## src/rtl/division_sequencer.sv

```systemverilog
// division_sequencer: execute-stage controller that drives the iterative
// divider for DIV/DIVU/REM/REMU. It latches the operands, pulses the divider's
// activate input, stalls the pipeline until the divider finishes, and then
// either writes the result back or raises a divide-by-zero trap. A pipeline
// flush (abort) suppresses the outcome of an in-flight operation.
module division_sequencer (
  input  logic        clock,
  input  logic        reset,
  // Execute-stage request
  input  logic        start,
  input  logic [1:0]  opcode,
  input  logic [31:0] operandA,
  input  logic [31:0] operandB,
  input  logic [4:0]  destReg,
  input  logic        abort,
  output logic        busy,
  // Divider handshake
  output logic [31:0] divLeftOperand,
  output logic [31:0] divRightOperand,
  output logic        divIsSigned,
  output logic        divActivate,
  input  logic        divDone,
  input  logic [31:0] divQuotient,
  input  logic [31:0] divRemainder,
  input  logic        divDivisionByZero,
  // Writeback / exception
  output logic        wbValid,
  output logic [4:0]  wbReg,
  output logic [31:0] wbData,
  output logic        trapDivZero
);

  typedef enum logic [2:0] {
    IDLE,
    LAUNCH,
    SETTLE,
    WAIT,
    RESULT
  } seqState_t;

  seqState_t   state;
  logic        isRemainder;   // opcode[1] of the accepted instruction
  logic [4:0]  destRegLatch;  // writeback index of the accepted instruction
  logic        aborted;       // a flush hit this operation before RESULT
  logic        wbPending;     // writeback armed for the RESULT cycle
  logic        trapPending;   // trap armed for the RESULT cycle

  // A flush arriving in the RESULT cycle itself still has to cancel the
  // outcome, so the armed pulses are gated combinationally by abort.
  assign wbValid     = wbPending & ~abort;
  assign trapDivZero = trapPending & ~abort;

  // Sequencer FSM: operand capture, launch, settle, poll, and result staging.
  always_ff @(posedge clock) begin
    if (reset) begin
      state           <= IDLE;
      busy            <= 1'b0;
      divActivate     <= 1'b0;
      divLeftOperand  <= 32'd0;
      divRightOperand <= 32'd0;
      divIsSigned     <= 1'b0;
      isRemainder     <= 1'b0;
      destRegLatch    <= 5'd0;
      aborted         <= 1'b0;
      wbPending       <= 1'b0;
      trapPending     <= 1'b0;
      wbReg           <= 5'd0;
      wbData          <= 32'd0;
    end else begin
      // Pulses default low; the state that needs them raises them.
      divActivate <= 1'b0;
      wbPending   <= 1'b0;
      trapPending <= 1'b0;
      case (state)
        IDLE: begin
          if (start && !abort) begin
            divLeftOperand  <= operandA;
            divRightOperand <= operandB;
            divIsSigned     <= ~opcode[0];
            isRemainder     <= opcode[1];
            destRegLatch    <= destReg;
            aborted         <= 1'b0;
            busy            <= 1'b1;
            divActivate     <= 1'b1;
            state           <= LAUNCH;
          end
        end
        LAUNCH: begin
          aborted <= aborted | abort;
          state   <= SETTLE;
        end
        SETTLE: begin
          // divDone may still be high from the previous operation here;
          // it is deliberately not looked at until WAIT.
          aborted <= aborted | abort;
          state   <= WAIT;
        end
        WAIT: begin
          aborted <= aborted | abort;
          if (divDone) begin
            state <= RESULT;
            if (!(aborted || abort)) begin
              if (divDivisionByZero) begin
                trapPending <= 1'b1;
              end else begin
                wbPending <= 1'b1;
                wbReg     <= destRegLatch;
                wbData    <= isRemainder ? divRemainder : divQuotient;
              end
            end
          end
        end
        RESULT: begin
          busy  <= 1'b0;
          state <= IDLE;
        end
        default: begin
          busy  <= 1'b0;
          state <= IDLE;
        end
      endcase
    end
  end

endmodule

```

## config.mk

```make
export PLATFORM = sky130hd
export DESIGN_NAME = division_sequencer
export DESIGN_NICKNAME = d
export VERILOG_FILES = /design/src/rtl/division_sequencer.sv
export SDC_FILE = /design/constraint.sdc
export NUM_CORES = 1
export LEC_CHECK = 0
export ABC_AREA = 1
export CORE_MARGIN = 5
export CORE_UTILIZATION = 37
export DETAILED_ROUTE_END_ITERATION = 10
export GPL_TIMING_DRIVEN = 0
export PLACE_DENSITY = 0.89
export SLEW_MARGIN = 20
export SYNTH_ARGS = -nofsm -noshare
export SYNTH_HDL_FRONTEND = slang
export SYNTH_SLANG_ARGS = --single-unit
```

## constraint.sdc

```tcl
create_clock -name clock -period 1.2 [get_ports clock]
set_input_delay 0.3 -clock clock [delete_from_list [all_inputs] [get_ports clock]]
set_output_delay 0.3 -clock clock [all_outputs]
set_load 0.05 [all_outputs]
```

==> results.txt <==
----------------------------------------------------
[Outcome]
  Outcome ... finished, violations left
  Violations in the final reports ... setup timing

[Detailed routing]
  Number of DRC violations after detailed-routing iteration 0 ... 573
  Average via count per standard cell ... 5.24
  Detailed-routing iteration count for the pre-antenna-repair pass ... 5
  DRC Markers ... 0
  Routed Antenna Nets ... 0
  Number of vias after detailed routing ... 6600
  Sum of routed wire length over all layers ... 27.5 mm
  Wire length per cell ... 21.8 µm

[Yosys]
  Leading register cell type out of synthesis ... sky130_fd_sc_hd__dfxtp_1
  Syn_nets ... roughly 870
  FF+latch count, synth ... around 120
  Post-synth top area cell ... sky130_fd_sc_hd__dfxtp_1
  Synthesized instance count ... 732
  Post-synthesis sequential area ratio ... 46.7%
  Share of flip-flops with an asynchronous set or reset ... 0%
  Most used standard cell by instance count after synthesis ... sky130_fd_sc_hd__nor2_1
  Netlist cell types ... 24
  Post-synth top cells ... 287 x sky130_fd_sc_hd__nor2_1, 116 x sky130_fd_sc_hd__dfxtp_1, 80 x sky130_fd_sc_hd__inv_1, 80 x sky130_fd_sc_hd__nand2_1, 70 x sky130_fd_sc_hd__o21ai_0
  Number of enable-type register cells in the synthesized netlist ... 0
  Area share of the largest cell type after synthesis ... 46.7%
  Synth area leaders ... sky130_fd_sc_hd__dfxtp_1 47%, sky130_fd_sc_hd__nor2_1 22%, sky130_fd_sc_hd__o21ai_0 7.1%
  Post-synthesis instance area ... 0.00497 mm²
  Post-synthesis area per instance ... 6.79 µm²
  Yosys warning count ... 0

[Clock network]
  Clock-pin transition on the worst setup and hold timing paths ... 0.06 ns
  H-tree level count ... 4
  CTS tree ... done
  Bufs on Longest Clock Path ... 2
  # clock sinks ... about 120
  Buffer type at the clock tree root ... sky130_fd_sc_hd__clkbuf_16
  Clock buffers created by TritonCTS ... 17
  Clock latency at the later pin of the worst-skew pair ... 0.42 ns

[Cells and area]
  Total of fill cells in the finished design ... approximately 660
  Final-stage net count ... 1214
  Number of standard cells in the final layout excluding fillers ... 1259
  Number of antenna cells inserted ... 0
  Share of post-route cells with drive strength above 1 ... 48.8%
  Layout Area Growth over Synthesis ... 117%

[Timing]
  Setup_tns ... -13.39 ns
  Smallest setup slack after layout ... -0.241 ns
  Worst-Margin Slew ... 0.836 ns
  Headroom to the max-slew limit ... between 40 and 50%
  Final hold violation count ... 0
  Setup repair after global routing missed its margin ... true
  Highest Clock Rate ... 694 MHz
  Period minus WS final ... 1.44 ns
  Final clock period utilization by the worst path ... 120%
  Slew Viols, Final ... 0
  Final-layout worst hold slack ... 0.146 ns
  Worst-case clock skew ... 0.0140 ns
  Setup-violating endpoint count in the final report ... 200

[Critical path]
  Launching element type of the critical path ... register
  Slowest cell on crit path ... sky130_fd_sc_hd__dfxtp_4
  Type of the worst setup path ... reg -> reg
  CP endpoint kind ... register
  Required time worst endpoint ... 1.50 ns
  Peak fanout along the critical path ... 10
  Cell breakdown of the critical path ... nor2_4 > nand3_4 > buf_12 > buf_8 > o21ai_2 > nor2_1
  Crit path arrival time ... 1.74 ns
  Worst stage delay on the critical path ... 0.36 ns

[Floorplanning]
  Total core area ... between 0.01 and 0.015 mm²
  Total Die Area ... 0.0158 mm²
  Effective utilization at floorplan ... 37.7%
  Number of rows created at floorplan ... 42
  Die width ... between 100 and 150 µm
  Die span in y ... about 130 µm
  Io pins ... 247

[GRT]
  Gr ovfl total ... 0
  Via count of the first global-routing pass ... 6424
  Maximum number of pins on one net before global-route repair ... 17
  First-pass GRT wire length ... between 30 and 40 mm
  Overall global routing resource usage ... 26.4%
  Initial antenna violation count ... 0

[Placed design]
  Gp weighted congestion ... 0.897
  IO Port Bufs ... 245
  DP Cell Count ... 1153
  Final HPWL from detailed placement ... roughly 13 mm

[Job]
  MaxCap Viol Count ... 0

[Power]
  Areal power density over the cells ... 1300 mW/mm²
  Worst ir drop on vdd ... 0.00108 V
  LEAKAGE ... a little under 5 nW
  Power consumption ... 0.0140 W

[Min path]
  Hold Crit Class ... in -> reg

----------------------------------------------------
-- metrics by stage --
| step | area, µm² | util, % | worst slack [ns] |
|---|---|---|---|
| floorplan | 4970 | - | 0.0437 |
| global placement | 7650 | 58.0 | -0.819 |
| detailed placement | 7650 | 58.0 | -0.848 |
| CTS | 9470 | 71.8 | -0.120 |
| global route | 10800 | 81.7 | -0.269 |
| finish | 10800 | 81.7 | -0.241 |
-- placed cells by master, fill, tap and decap left out, types with 7 or more instances in the layout --
master and instances:
sky130_fd_sc_hd__clkbuf_1 8, sky130_fd_sc_hd__buf_4 49, sky130_fd_sc_hd__nor2_1 222, sky130_fd_sc_hd__buf_6 23, sky130_fd_sc_hd__buf_8 111, sky130_fd_sc_hd__o21ai_2 44, sky130_fd_sc_hd__nand2_1 75, sky130_fd_sc_hd__dfxtp_1 7
sky130_fd_sc_hd__buf_12 14, sky130_fd_sc_hd__nand3_1 10, sky130_fd_sc_hd__nor2_2 53, sky130_fd_sc_hd__nand3_2 27, sky130_fd_sc_hd__clkdlybuf4s50_1 137, sky130_fd_sc_hd__inv_1 76, sky130_fd_sc_hd__o21ai_4 16, sky130_fd_sc_hd__dfxtp_2 94
sky130_fd_sc_hd__clkbuf_16 27, sky130_fd_sc_hd__nor2_4 16, sky130_fd_sc_hd__dfxtp_4 15
-- layout make-up --
cell class,instances,area [µm²],area share [%]
sequential,116,2500,23.2
timing repair buffer,320,3830,35.5
buffer,43,514,4.77
multi-input combinational,491,2820,26.2
clock inverter,5,52.6,0.488
inverter,83,345,3.21
clock buffer,24,482,4.47
timing repair inverter,1,16.3,0.151
tap,176,220,2.04
-- layer usage --
layer,global-route usage [%],vias up,wire length (µm)
li1,-,2908,-
met1,26.3,3084,9100
met2,46.8,473,13600
met3,11.7,135,3060
met4,12.6,0,1700
met5,0,-,0
-- worst max-delay path, delay by kind of cell (launching register included) --
family / cells / cell delay (ns)
and+or+nand+nor: 3 / 0.41
AOI/OAI and AO/OA: 1 / 0.18
DFF: 1 / 0.36
buffers and inverters: 2 / 0.35
-- timing repair --
action / in CTS / in global routing
setup buffers: 21 / 38
endpoints found under the setup margin: 213 / 214
endpoints found under the hold margin: 0 / 0
pin swaps: 13 / 48
gates cloned: 7 / 12
gates resized for setup: 1087 / 238
hold buffers: 0 / 0
-- sequential cells by signal (all words and copies together) (netlist names) --
name / cells
divIsSigned: 1
trapPending: 1
wbPending: 1
divRightOperand: 32
wbData: 32
isRemainder: 1
destRegLatch: 5
state: 3
wbReg: 5
aborted: 1
divLeftOperand: 32
divActivate: 1
busy: 1
-- cells by family (layout without fill, tap and decap cells) --
kind of cell    Yosys count  in the layout  synth area share [%]
simple gates            417            418                  33.8
buf+inv                 126            476                  12.1
flops                   116            116                  46.7
compound gates           73             73                  7.35
-- worst paths after layout --
kind	cells after the start	slack [ns]	start	to
setup / recovery	6	-0.24	state[0]	divLeftOperand[12]
hold / removal	2	0.15	reset	busy
setup reg to reg	6	-0.24	state[0]	divLeftOperand[12]
hold reg to reg	2	0.48	busy	busy
-- where the power goes --
part | internal, W | leakage, nW | switching (W)
Clock | 0.00297 | 0.262 | 0.00187
Sequential | 0.00419 | 0.998 | 0.000304
Combinational | 0.00212 | 3.59 | 0.00253
Total | 0.00927 | 4.85 | 0.00471
(Power assumes the default switching activity.)
